$ cat config.mk
export PLATFORM = sky130hd
export DESIGN_NAME = cfg_loader
export DESIGN_NICKNAME = d
export VERILOG_FILES = /design/src/rtl/cfg_loader.sv
export SDC_FILE = /design/constraint.sdc
export NUM_CORES = 1
export LEC_CHECK = 0
export CORE_MARGIN = 5
export CORE_UTILIZATION = 50
export CTS_CLUSTER_SIZE = 25
export DETAILED_ROUTE_END_ITERATION = 12
export PLACE_DENSITY = 0.69
export SLEW_MARGIN = 20
export SYNTH_ARGS = -nofsm -noshare
export SYNTH_HDL_FRONTEND = slang
export SYNTH_SLANG_ARGS = --single-unit
$ cat constraint.sdc
create_clock -name clk -period 3.1 [get_ports clk]
set_clock_uncertainty 0.15 [all_clocks]
set_input_delay 0.31 -clock clk [delete_from_list [all_inputs] [get_ports clk]]
set_output_delay 0.31 -clock clk [all_outputs]
set_load 0.01 [all_outputs]
$ cat src/rtl/cfg_loader.sv
// Serial configuration loader: hunts for a sync word, streams the payload into the
// fabric shift chain, then verifies a ones-count checksum before enabling user logic.
module cfg_loader #(
  parameter int unsigned CHAIN_LEN = 144,
  parameter logic [7:0]  SYNC_WORD = 8'hA5
) (
  input  logic clk,
  input  logic reset,
  input  logic cfg_start,
  input  logic cfg_din,
  input  logic cfg_valid,
  output logic cfg_ready,
  output logic shift_en,
  output logic shift_bit,
  output logic cfg_done,
  output logic cfg_err,
  output logic fabric_en
);

  localparam int unsigned CNT_W      = 12;
  localparam int unsigned SYNC_W     = 8;
  localparam int unsigned HIST_W     = SYNC_W - 1;
  localparam int unsigned CSUM_W     = 8;
  localparam int unsigned CHK_W      = 3;
  localparam int unsigned SYNC_LIMIT = 255;

  typedef enum logic [2:0] {
    S_IDLE, S_SYNC, S_LOAD, S_CHECK, S_DONE, S_ERROR
  } state_e;

  state_e             state_q, state_d;
  // Only the previous seven bits are kept; the eighth is always the bit being accepted.
  logic [HIST_W-1:0]  sync_q, sync_d;
  logic [SYNC_W-1:0]  sync_cnt_q, sync_cnt_d;
  logic [CNT_W-1:0]   bit_cnt_q, bit_cnt_d;
  logic [CSUM_W-1:0]  csum_q, csum_d;
  logic [HIST_W-1:0]  rx_q, rx_d;
  logic [CHK_W-1:0]   chk_cnt_q, chk_cnt_d;
  logic               shift_en_q, shift_en_d;
  logic               shift_bit_q, shift_bit_d;

  logic               accept_c;
  logic [SYNC_W-1:0]  sync_word_c;
  logic [CSUM_W-1:0]  rx_word_c;
  logic               last_bit_c;

  assign accept_c    = cfg_valid && cfg_ready && !cfg_start;
  assign sync_word_c = {sync_q, cfg_din};
  assign rx_word_c   = {rx_q, cfg_din};
  assign last_bit_c  = (bit_cnt_q == CNT_W'(CHAIN_LEN - 1));

  // State register
  always_ff @(posedge clk) begin
    if (!reset) state_q <= S_IDLE;
    else        state_q <= state_d;
  end

  // Next-state logic; a start pulse restarts the hunt from any state
  always_comb begin
    state_d = state_q;
    if (cfg_start) begin
      state_d = S_SYNC;
    end else begin
      case (state_q)
        S_SYNC: begin
          if (accept_c) begin
            if (sync_word_c == SYNC_WORD)                       state_d = S_LOAD;
            else if (sync_cnt_q == SYNC_W'(SYNC_LIMIT - 1))     state_d = S_ERROR;
          end
        end
        S_LOAD: begin
          if (accept_c && last_bit_c) state_d = S_CHECK;
        end
        S_CHECK: begin
          if (accept_c && (chk_cnt_q == CHK_W'(7)))
            state_d = (rx_word_c == csum_q) ? S_DONE : S_ERROR;
        end
        S_IDLE, S_DONE, S_ERROR: state_d = state_q;
        default:                 state_d = S_IDLE;
      endcase
    end
  end

  // Output decode
  always_comb begin
    cfg_ready = 1'b0;
    cfg_done  = 1'b0;
    cfg_err   = 1'b0;
    fabric_en = 1'b0;
    shift_en  = shift_en_q;
    shift_bit = shift_bit_q;
    case (state_q)
      S_SYNC, S_LOAD, S_CHECK: cfg_ready = 1'b1;
      S_DONE: begin
        cfg_done  = 1'b1;
        fabric_en = 1'b1;
      end
      S_ERROR: cfg_err = 1'b1;
      default: cfg_ready = 1'b0;
    endcase
  end

  // Datapath next-state: sync hunt, payload count/checksum, received checksum
  always_comb begin
    sync_d      = sync_q;
    sync_cnt_d  = sync_cnt_q;
    bit_cnt_d   = bit_cnt_q;
    csum_d      = csum_q;
    rx_d        = rx_q;
    chk_cnt_d   = chk_cnt_q;
    shift_en_d  = 1'b0;
    shift_bit_d = shift_bit_q;
    if (cfg_start) begin
      sync_d     = '0;
      sync_cnt_d = '0;
      bit_cnt_d  = '0;
      csum_d     = '0;
      rx_d       = '0;
      chk_cnt_d  = '0;
    end else if (accept_c) begin
      case (state_q)
        S_SYNC: begin
          sync_d     = sync_word_c[HIST_W-1:0];
          sync_cnt_d = sync_cnt_q + SYNC_W'(1);
        end
        S_LOAD: begin
          shift_en_d  = 1'b1;
          shift_bit_d = cfg_din;
          bit_cnt_d   = bit_cnt_q + CNT_W'(1);
          csum_d      = csum_q + CSUM_W'(cfg_din);
        end
        S_CHECK: begin
          rx_d      = rx_word_c[HIST_W-1:0];
          chk_cnt_d = chk_cnt_q + CHK_W'(1);
        end
        default: shift_en_d = 1'b0;
      endcase
    end
  end

  // Datapath registers
  always_ff @(posedge clk) begin
    if (!reset) begin
      sync_q      <= '0;
      sync_cnt_q  <= '0;
      bit_cnt_q   <= '0;
      csum_q      <= '0;
      rx_q        <= '0;
      chk_cnt_q   <= '0;
      shift_en_q  <= 1'b0;
      shift_bit_q <= 1'b0;
    end else begin
      sync_q      <= sync_d;
      sync_cnt_q  <= sync_cnt_d;
      bit_cnt_q   <= bit_cnt_d;
      csum_q      <= csum_d;
      rx_q        <= rx_d;
      chk_cnt_q   <= chk_cnt_d;
      shift_en_q  <= shift_en_d;
      shift_bit_q <= shift_bit_d;
    end
  end

endmodule

==> metrics.md <==
| Metric | Value |
|---|---|
| Tmin final | ~2.2 ns |
| # IOs | 11 |
| Chip width | 78.8 µm |
| HP Class | register to register |
| # port buffers | 10 |
| Core area | around 4700 µm² |
| Post-synth EDFFs | 0 |
| Critical path's top delay family | simple AND/OR/NAND/NOR gates |
| P&R area growth vs syn | 7.67% |
| TritonCTS clock tree | built |
| Dpl cells | 322 |
| Leakage power figure | ~0.95 nW |
| GRT Residual Overflow | 0 |
| GR Layer Usage met3 | under 10% |
| Most common cell after layout, fill and taps aside | dfxtp_1 |
| Setup bufs post-CTS | 0 |
| Relative slew slack | between 50% and 60% |
| DIE HEIGHT | between 70 and 80 µm |
| Final Hold Viols | 0 |
| Final std cells w/o fill | ~330 |
| Final Max Tran Viols | 0 |
| Final core utilization | between 50 and 60% |
| Clock Latency Late Sink | ~0.3 ns |
| Final wirelength | 4270 µm |
| Main synth FF type | dfxtp_1 |
| Worst slack, placed | 0.648 ns |
| Synthesized flop and latch total | 50 |
| Largest net degree at the start of global routing | 22 |
| DR WL/cell | around 13 µm |
| # setup viols final | 0 |
| Worst setup EP type | register |
| Site Rows | 25 |
| Placer Congestion | roughly 0.8 |
| Fmax | between 400 and 500 MHz |
| Via/cell ratio | roughly 5.4 |
| CP Data Required Time | roughly 3.2 ns |
| Most frequent cells in the layout | dfxtp_1, nor2_1, nand2_1, xor2_1, a21oi_1 |
| Global-route wire length before repair | around 7400 µm |
| Cts bufs inserted | 5 |
| Drt first pass iters | 4 |
| Yosys cell types | 41 |
| Final nets | approximately 290 |
| Post-CTS Hold Buffers | 0 |
| Register area share after synthesis | between 40% and 50% |
| Iter 0 DRT Violations | approximately 120 |
| Slowest CP cell | or4_4 |
| Pwr Density | slightly above 400 nW/µm² |
| Ratio of cells with drive above 1 in the final layout | 6.55% |
| Setup TNS | 0 ns |
| Syn nets | ~280 |
| N_diodes | 0 |
| Synth Instances | ~270 |
| CP startpoint kind | register |
| Post-DP HPWL | 3000 µm |
| Detail Route Antenna Nets | 0 |
| Max incr delay on CP | around 0.55 ns |
| Synth Cell Area | approximately 2400 µm² |
| Asr flop ratio synth | 0% |
| Initial antenna violation count | 0 |
| DRC | 0 |
| Final Worst Setup Slack | 0.891 ns |
| Fin crit share | a little under three quarters |
| VDD IR max | ~0.29 mV |
| Run status | finished, final reports clean |
| Clk buf depth | 2 |
| Clock-pin slew on the worst setup and hold paths | approximately 0.080 ns |
| Mapped Avg Cell Area | approximately 8.9 µm² |
| RSZ-0062 raised after global routing | false |
| Vias in the first global route | ~1.6k |
| Total GRT Usage | about 15% |
| Via count | ~1.8k |
| Met1 Use GR | about 21% |
| H-tree lvl count | 2 |
| Worst-Margin Slew | 0.612 ns |
| Most used routing layer | met2 |
| Cells resized by post-CTS repair | 0 |
| Critical Path AT | between 2 and 2.5 ns |
| Starting Density | between 50% and 60% |
| Synth Warn # | 0 |
| CP Max Fanout | 5 |
| Worst path bufs/invs | 0 |
| Met2 global-route usage | a little under a quarter |
| Clock sinks | 50 |
| Critical-path cell list | or4_4, nor4_4, nor3_1, or4_1, a21oi_1 |
| Clock root buffer | clkbuf_8 |
| Crit Path Class | register to register |
| Filler cells | around 440 |
| Total die area | approximately 6200 µm² |
| Number of max-cap violations | 0 |
==> worst paths after layout <==
kind	start	end	slack, ns	cells past startpoint
max	bit_cnt_q[4]$_SDFFE_PP0P_	state_q[2]$_SDFFE_PP0P_	0.89	5
min	sync_q[6]$_SDFFE_PP0P_	sync_q[6]$_SDFFE_PP0P_	0.31	2
max reg2reg	bit_cnt_q[4]$_SDFFE_PP0P_	state_q[2]$_SDFFE_PP0P_	0.89	5
min reg2reg	sync_q[6]$_SDFFE_PP0P_	sync_q[6]$_SDFFE_PP0P_	0.31	2
==> metrics by stage <==
step           hold slack (ns)  area [µm²]  power [W]
2_1_floorplan            0.279        2370   0.000692
3_3_place_gp             0.295        2470   0.000708
3_5_place_dp             0.294        2470   0.000708
4_1_cts                  0.308        2550    0.00106
5_1_grt                  0.333        2550    0.00109
6_report                 0.311        2550    0.00105
==> worst reg2reg max path, cell delays in order, from the launching register on <==
cell	delay, ns
dfxtp_1	0.35
or4_4	0.55
nor4_4	0.31
nor3_1	0.09
or4_1	0.53
a21oi_1	0.15
==> flip-flops by register name, summed over array words and instances, names as in the netlist <==
name	cells
bit_cnt_q	12
csum_q	8
sync_cnt_q	8
rx_q	7
sync_q	7
chk_cnt_q	3
state_q	3
shift_bit	1
shift_en	1
==> power by group <==
part           total (W)  leakage (nW)  switching [W]  internal (W)
Sequential      0.000647         0.403     0.00000326      0.000643
Clock           0.000357        0.0383       0.000201      0.000156
Combinational  0.0000452         0.505      0.0000277     0.0000175
Total            0.00105         0.947       0.000232      0.000817
==> per-layer routing <==
metal / vias to the layer above / part of all wire, %
met3: 4 / 4.3
met2: 28 / 44
met1: 836 / 50
li1: 925 / -
met4: 0 / 1.1
met5: - / 0
==> cells in the mapped netlist, drive strengths merged (2+ instances only) <==
| master | number | share of area [%] |
|---|---|---|
| a211oi | 2 | 0.63 |
| a21oi | 15 | 3.2 |
| and2 | 3 | 0.79 |
| and3 | 4 | 1.1 |
| and4 | 3 | 1.1 |
| and4bb | 2 | 1.1 |
| buf | 2 | 0.48 |
| clkbuf | 9 | 3.1 |
| dfxtp | 50 | 42 |
| ha | 7 | 3.7 |
| inv | 5 | 0.79 |
| mux2i | 9 | 3.8 |
| nand2 | 31 | 4.9 |
| nand2b | 2 | 0.53 |
| nand3 | 9 | 1.9 |
| nand4 | 12 | 3.2 |
| nor2 | 39 | 6.2 |
| nor2b | 2 | 0.53 |
| nor3 | 5 | 1.3 |
| nor3b | 3 | 0.95 |
| nor4 | 5 | 2.0 |
| o21ai | 4 | 0.85 |
| or3 | 3 | 0.90 |
| or4 | 2 | 0.79 |
| xnor2 | 11 | 4.1 |
| xor2 | 19 | 7.0 |
==> cell families (layout without fill, tap and decap cells) <==
family	after synthesis	after routing	synth area share, %
buf+inv	16	25	4.39
fa+ha+maj	7	7	3.70
compound gates	26	26	6.29
xor+xnor	30	30	11.1
flops	50	50	42.3
mux	10	10	4.28
simple gates	127	127	27.9
==> layout make-up <==
| type | instances | area (µm²) | share of cell area (%) |
|---|---|---|---|
| sequential | 50 | 1000 | 39.3 |
| inverter | 5 | 18.8 | 0.737 |
| tap | 54 | 67.6 | 2.65 |
| clock buffer | 7 | 76.3 | 3.00 |
| multi-input combinational | 200 | 1260 | 49.5 |
| timing repair buffer | 13 | 123 | 4.81 |
Power figures use the tool's default switching activity.
